[src/rtl/move_gen_seq.sv]
// Sequential move generator: walks the direction set of one piece, one candidate
// square per cycle, and accumulates the reachable-square mask.
module move_gen_seq #(
  parameter int BOARD_N = 8,
  parameter int CODE_W  = 4
) (
  input  logic                         clk,
  input  logic                         rst,
  input  logic                         start,
  input  logic [CODE_W-1:0]            piece,
  input  logic [2:0]                   pos_row,
  input  logic [2:0]                   pos_col,
  output logic [2:0]                   rd_row,
  output logic [2:0]                   rd_col,
  input  logic [CODE_W-1:0]            rd_code,
  input  logic [5:0]                   target,
  output logic                         busy,
  output logic                         done,
  output logic [BOARD_N*BOARD_N-1:0]   moves,
  output logic                         target_ok
);

  localparam int MW = BOARD_N * BOARD_N;
  localparam int IW = $clog2(MW);
  localparam logic signed [4:0] NS = 5'(BOARD_N);

  localparam logic [2:0] Z  = 3'b000;
  localparam logic [2:0] P1 = 3'b001;
  localparam logic [2:0] M1 = 3'b111;
  localparam logic [2:0] P2 = 3'b010;
  localparam logic [2:0] M2 = 3'b110;

  typedef enum logic [1:0] {IDLE, SCAN, DONE} state_t;
  typedef enum logic [2:0] {K_NONE, K_PAWN, K_BISHOP, K_KNIGHT, K_ROOK, K_QUEEN, K_KING} kind_t;

  state_t state, next_state;
  kind_t  kind, kind_in;
  logic   white, home;
  logic signed [4:0] base_r, base_c, cur_r, cur_c, cand_r, cand_c;
  logic [2:0] dir, last_dir;
  logic [5:0] off6;
  logic signed [2:0] dr, dc;
  logic slides, off_board, empty, enemy, mark, cont;
  logic rd_white, rd_black, pos_ok, in_white;
  logic [IW-1:0] idx;
  logic [6:0] tgt;

  function automatic logic [5:0] rook_off(input logic [1:0] d);
    case (d)
      2'd0: return {Z, P1};
      2'd1: return {Z, M1};
      2'd2: return {P1, Z};
      default: return {M1, Z};
    endcase
  endfunction

  function automatic logic [5:0] bishop_off(input logic [1:0] d);
    case (d)
      2'd0: return {P1, P1};
      2'd1: return {P1, M1};
      2'd2: return {M1, P1};
      default: return {M1, M1};
    endcase
  endfunction

  function automatic logic [5:0] knight_off(input logic [2:0] d);
    case (d)
      3'd0: return {M2, M1};
      3'd1: return {M2, P1};
      3'd2: return {M1, M2};
      3'd3: return {M1, P2};
      3'd4: return {P1, M2};
      3'd5: return {P1, P2};
      3'd6: return {P2, M1};
      default: return {P2, P1};
    endcase
  endfunction

  function automatic logic [5:0] king_off(input logic [2:0] d);
    case (d)
      3'd0: return {M1, M1};
      3'd1: return {M1, Z};
      3'd2: return {M1, P1};
      3'd3: return {Z, M1};
      3'd4: return {Z, P1};
      3'd5: return {P1, M1};
      3'd6: return {P1, Z};
      default: return {P1, P1};
    endcase
  endfunction

  // Piece decode at the request; codes outside 1..12 map to K_NONE.
  always_comb begin
    kind_in = K_NONE;
    case (piece)
      CODE_W'(1), CODE_W'(7):  kind_in = K_PAWN;
      CODE_W'(2), CODE_W'(8):  kind_in = K_BISHOP;
      CODE_W'(3), CODE_W'(9):  kind_in = K_KNIGHT;
      CODE_W'(4), CODE_W'(10): kind_in = K_ROOK;
      CODE_W'(5), CODE_W'(11): kind_in = K_QUEEN;
      CODE_W'(6), CODE_W'(12): kind_in = K_KING;
      default: kind_in = K_NONE;
    endcase
  end

  assign in_white = (piece <= CODE_W'(6));
  assign pos_ok   = ({1'b0, pos_row} < 4'(BOARD_N)) && ({1'b0, pos_col} < 4'(BOARD_N));

  always_comb begin
    off6     = '0;
    last_dir = 3'd7;
    slides   = 1'b0;
    case (kind)
      K_PAWN: begin
        last_dir = 3'd2;
        case (dir)
          3'd1:    off6 = {(white ? P1 : M1), M1};
          3'd2:    off6 = {(white ? P1 : M1), P1};
          default: off6 = {(white ? P1 : M1), Z};
        endcase
      end
      K_BISHOP: begin
        last_dir = 3'd3;
        slides   = 1'b1;
        off6     = bishop_off(dir[1:0]);
      end
      K_KNIGHT: off6 = knight_off(dir);
      K_ROOK: begin
        last_dir = 3'd3;
        slides   = 1'b1;
        off6     = rook_off(dir[1:0]);
      end
      K_QUEEN: begin
        slides = 1'b1;
        off6   = dir[2] ? bishop_off(dir[1:0]) : rook_off(dir[1:0]);
      end
      K_KING: off6 = king_off(dir);
      default: off6 = '0;
    endcase
  end

  assign dr = off6[5:3];
  assign dc = off6[2:0];
  assign cand_r = cur_r + $signed({{2{dr[2]}}, dr});
  assign cand_c = cur_c + $signed({{2{dc[2]}}, dc});
  assign off_board = (cand_r < 5'sd0) || (cand_r >= NS) || (cand_c < 5'sd0) || (cand_c >= NS);
  assign rd_row = cand_r[2:0];
  assign rd_col = cand_c[2:0];

  assign rd_white = (rd_code >= CODE_W'(1)) && (rd_code <= CODE_W'(6));
  assign rd_black = (rd_code >= CODE_W'(7)) && (rd_code <= CODE_W'(12));
  assign empty    = (rd_code == '0);
  assign enemy    = white ? rd_black : rd_white;

  // Pawn forward only advances a second square from the home row; captures never continue.
  always_comb begin
    mark = 1'b0;
    cont = 1'b0;
    if (!off_board) begin
      if (kind == K_PAWN && dir == 3'd0) begin
        mark = empty;
        cont = empty && home && (cur_r == base_r) && (cur_c == base_c);
      end else if (kind == K_PAWN) begin
        mark = enemy;
      end else begin
        mark = empty || enemy;
        cont = slides && empty;
      end
    end
  end

  assign idx = IW'(cand_r[2:0]) * IW'(BOARD_N) + IW'(cand_c[2:0]);

  always_ff @(posedge clk or posedge rst) begin
    if (rst) state <= IDLE;
    else     state <= next_state;
  end

  always_comb begin
    next_state = state;
    case (state)
      IDLE: if (start) next_state = (kind_in != K_NONE && pos_ok) ? SCAN : DONE;
      SCAN: if (!cont && dir == last_dir) next_state = DONE;
      DONE: next_state = IDLE;
      default: next_state = IDLE;
    endcase
  end

  always_ff @(posedge clk or posedge rst) begin
    if (rst) begin
      moves  <= '0;
      kind   <= K_NONE;
      white  <= 1'b0;
      home   <= 1'b0;
      base_r <= '0;
      base_c <= '0;
      cur_r  <= '0;
      cur_c  <= '0;
      dir    <= '0;
    end else begin
      case (state)
        IDLE: if (start) begin
          moves  <= '0;
          kind   <= pos_ok ? kind_in : K_NONE;
          white  <= in_white;
          home   <= in_white ? (pos_row == 3'd1) : (pos_row == 3'(BOARD_N - 2));
          base_r <= {2'b00, pos_row};
          base_c <= {2'b00, pos_col};
          cur_r  <= {2'b00, pos_row};
          cur_c  <= {2'b00, pos_col};
          dir    <= '0;
        end
        SCAN: begin
          if (mark) moves[idx] <= 1'b1;
          if (cont) begin
            cur_r <= cand_r;
            cur_c <= cand_c;
          end else begin
            cur_r <= base_r;
            cur_c <= base_c;
            dir   <= dir + 3'd1;
          end
        end
        default: ;
      endcase
    end
  end

  assign busy = (state != IDLE);
  assign done = (state == DONE);
  assign tgt  = {1'b0, target};
  assign target_ok = (tgt < 7'(MW)) ? moves[target[IW-1:0]] : 1'b0;

endmodule
[config.mk]
export PLATFORM = sky130hd
export DESIGN_NAME = move_gen_seq
export DESIGN_NICKNAME = d
export VERILOG_FILES = /design/src/rtl/move_gen_seq.sv
export SDC_FILE = /design/constraint.sdc
export NUM_CORES = 1
export LEC_CHECK = 0
export BUFFER_PORTS_ARGS = -buffer_cell sky130_fd_sc_hd__buf_2
export CAP_MARGIN = 20
export CORE_MARGIN = 4
export CORE_UTILIZATION = 46
export DETAILED_ROUTE_END_ITERATION = 10
export PLACE_DENSITY = 0.68
export SYNTH_ARGS = -nofsm -noshare
export SYNTH_HDL_FRONTEND = slang
export SYNTH_SLANG_ARGS = --single-unit
[constraint.sdc]
create_clock -name clk -period 4.9 [get_ports clk]
set_clock_uncertainty 0.2 [all_clocks]
set_input_delay 0.98 -clock clk [delete_from_list [all_inputs] [get_ports clk]]
set_output_delay 0.98 -clock clk [all_outputs]
set_load 0.01 [all_outputs]
==> results by group <==
STA
  • Final period utilization: 94.5%
  • RSZ-0062 raised after global routing: no
  • Max-slew violation count: 0
  • Hold Fails Final Rpt: 0
  • Relative slew slack: around a third
  • Worst-Margin Slew: approximately 0.98 ns
  • Setup TNS: 0 ns
  • Endpoints failing setup: 0
  • F_max: 0.216 GHz
  • Min Tclk post-route: around 4.6 ns

Clock network
  • Sink Count: 90
  • Post-CTS Hold Buffers: 0
  • H-tree levels: 3
  • Cts repair resizes: 0
  • Clock tree buffer depth: 2
  • Root buffer cell: clkbuf_16
  • Clock transition at path regs: around 0.060 ns
  • TritonCTS clock tree: yes
  • CTS Buf Count: 9
  • Clock latency on the worst-skew pair: around 0.35 ns
  • Post-CTS Setup Inserts: 0

Global route
  • First-pass GRT wire length: between 20,000 and 25,000 um
  • Number of global-route vias before repair: roughly 4,400
  • Largest net degree at the start of global routing: 66
  • Gr usage total: between 20% and 30%
  • Total grt overflow: 0
  • Initial antenna violation count: 0

Layout
  • Most frequent cells in the layout: nand2_1 (121), buf_2 (95), dfrtp_1 (89)
  • # diodes: 0
  • Commonest non-fill, non-tap cell in the layout: nand2_1
  • Layout cell share with drive strength beyond 1: 24.8%
  • Footprint of the multi-input gates: between 0.002 and 0.003 mm2
  • Fill cells: approximately 1,000
  • Nets: ~660
  • Fin area: slightly above 0.006 mm2
  • Synthesis-to-layout area growth: 15.9%
  • FF+latch area: approximately 0.0023 mm2

Logic synthesis
  • Cells after Synth: 540
  • Syn avg cell area: between 9 and 10 um2
  • Synth cell types: 57
  • Top_reg_cell synth: dfrtp_1
  • Post-synth EDFFs: 0
  • Mapped Area: 0.00533 mm2
  • Register area share after synthesis: a little over two fifths
  • Post-Syn Nets: 580
  • Synth warn: 0
  • Yosys reg bits: 90
  • Async SR Flop Fraction: 100%

Placed design
  • Placer Congestion: slightly above 0.8
  • Placed Area: 0.00584 mm2
  • Number of port buffers: 95
  • DP HPWL: around 10,000 um

Route
  • WL final: approximately 14,000 um
  • DRC violations left: 0
  • Vias: approximately 4,500
  • Drt via density: approximately 5.9
  • Routed Antenna Nets: 0
  • DR WL/cell: around 19 um
  • Drt pass-1 iters: 5
  • Drt initial violations: 391

Power
  • Sw Ratio: approximately 51%
  • Psw: between 2 and 2.5 mW
  • Combinational power share: between 50% and 60%
  • Pwr/cell area: a little over 700 mW/mm2
  • Clock Power Share: 16.3%
  • Internal power: ~2.2 mW
  • Worst VDD drop: around 0.55 mV
  • Leak Pwr: between 2 and 3 nW
  • Seq pwr share: a little under a quarter

Critical path
  • Crit path kind: register to register
  • Crit path DAT: about 4.7 ns
  • CP max FO: 64
  • Worst Setup Start Kind: register
  • CP Capture Type: register
  • R2r setup slk: ~0.27 ns
  • Crit path required time: 4.93 ns

Floorplan
  • Row Count: 39
  • DIE AREA: approximately 0.013 mm2
  • Ports: 96
  • Initial core utilization: approximately 47%
  • Core area: ~0.011 mm2
  • Die height: approximately 120 um
  • Die W: 116 um

Run
  • Max_cap viols: 0

Worst hold path
  • Worst hold path class: register to register

Status
  • Status: completed
-- logic make-up (layout without fill, tap and decap cells) --
group	Yosys count	in the layout	synth area share (%)
AO/OA/AOI/OAI	135	135	18.1
flip-flops	90	90	42.2
buffers and inverters	52	133	5.14
multiplexers	30	30	10.6
AND/OR/NAND/NOR	200	200	17.0
adder cells (fa/ha/maj)	18	18	4.46
XOR/XNOR	15	15	2.46
-- metrics by stage --
stage	instances	utilization [%]	hold slack, ns	worst slack, ns	power (mW)
after CTS	763	54.1	0.301	0.159	4.50
after global placement	748	51.4	0.279	0.351	3.69
after floorplan	540	-	0.250	0.390	2.96
after global routing	764	54.3	0.322	0.0284	4.81
final	764	54.3	0.290	0.268	4.48
after detailed placement	748	51.4	0.287	0.220	3.74
-- sequential cells by signal, indices dropped and copies added (netlist names) --
signal  cells
moves      64
cur_c       5
cur_r       5
base_c      3
base_r      3
dir         3
kind        3
state       2
home        1
white       1
-- path summary, 6_finish.rpt --
path | startpoint | end | cells after the start
hold / removal | home$_DFFE_PP0P_ | home$_DFFE_PP0P_ | 2
setup / recovery | dir[0]$_DFFE_PP0P_ | moves[44]$_DFFE_PP0P_ | 16
setup reg to reg | dir[0]$_DFFE_PP0P_ | moves[44]$_DFFE_PP0P_ | 16
min in group asynchronous | rst | moves[20]$_DFFE_PP0P_ | 2
hold reg to reg | home$_DFFE_PP0P_ | home$_DFFE_PP0P_ | 2
max in group asynchronous | rst | moves[0]$_DFFE_PP0P_ | 3
-- worst max-delay path, stage by stage (launching register included) --
cell and delay, ns:
dfrtp_2 0.45, inv_1 0.13, ha_2 0.30, nor2_1 0.09, or4_1 0.43, nand3b_1 0.10, o221ai_1 0.13, ha_1 0.25
fa_1 0.40, a21o_1 0.17, a21oi_1 0.16, xnor2_1 0.10, or4_4 0.54, a211oi_2 0.31, o2111ai_4 0.17, buf_12 0.23
o31ai_1 0.31
-- power groups by stage --
stage / sequential [mW] / clock, mW / combinational [mW]
after floorplan: 1.03 / 0 / 1.93
after global placement: 1.07 / 0 / 2.62
after detailed placement: 1.08 / 0 / 2.66
after CTS: 1.07 / 0.746 / 2.68
after global routing: 1.10 / 0.778 / 2.93
final: 1.07 / 0.731 / 2.68
-- synthesized netlist by cell type (5+ instances only) --
master	n	area [um2]
a21o_1	6	45.0
a21oi_1	16	80.1
and3_1	5	31.3
buf_2	5	25.0
buf_6	6	67.6
clkbuf_1	20	75.1
dfrtp_1	90	2250
ha_1	15	188
inv_1	13	48.8
mux2i_1	8	80.1
mux4_2	21	473
nand2_1	122	458
nand3_1	9	45.0
nand3b_1	5	37.5
nor2_1	21	78.8
nor2b_1	5	31.3
nor3_1	10	50.1
o211ai_1	7	52.6
o21ai_0	17	85.1
o31ai_1	66	495
xnor2_1	10	87.6
xor2_1	5	43.8
-- metal layers --
layer | global-route usage, % | vias to the layer above | share of wire (%)
met5 | 0 | - | 0
met4 | 8.51 | 0 | 2.5
met3 | 4.70 | 29 | 6.6
met2 | 35.3 | 169 | 48
met1 | 29.4 | 2215 | 43
li1 | - | 2116 | -
-- cell type report --
| type | instances | share of cell area, % |
|---|---|---|
| clock inverters | 4 | 1.26 |
| clock buffers | 11 | 3.77 |
| inverters | 14 | 0.871 |
| multi-input cells | 398 | 45.5 |
| repair buffers | 104 | 9.19 |
| well taps | 143 | 2.90 |
| flip-flops and latches | 90 | 36.5 |
(Power assumes the default switching activity.)
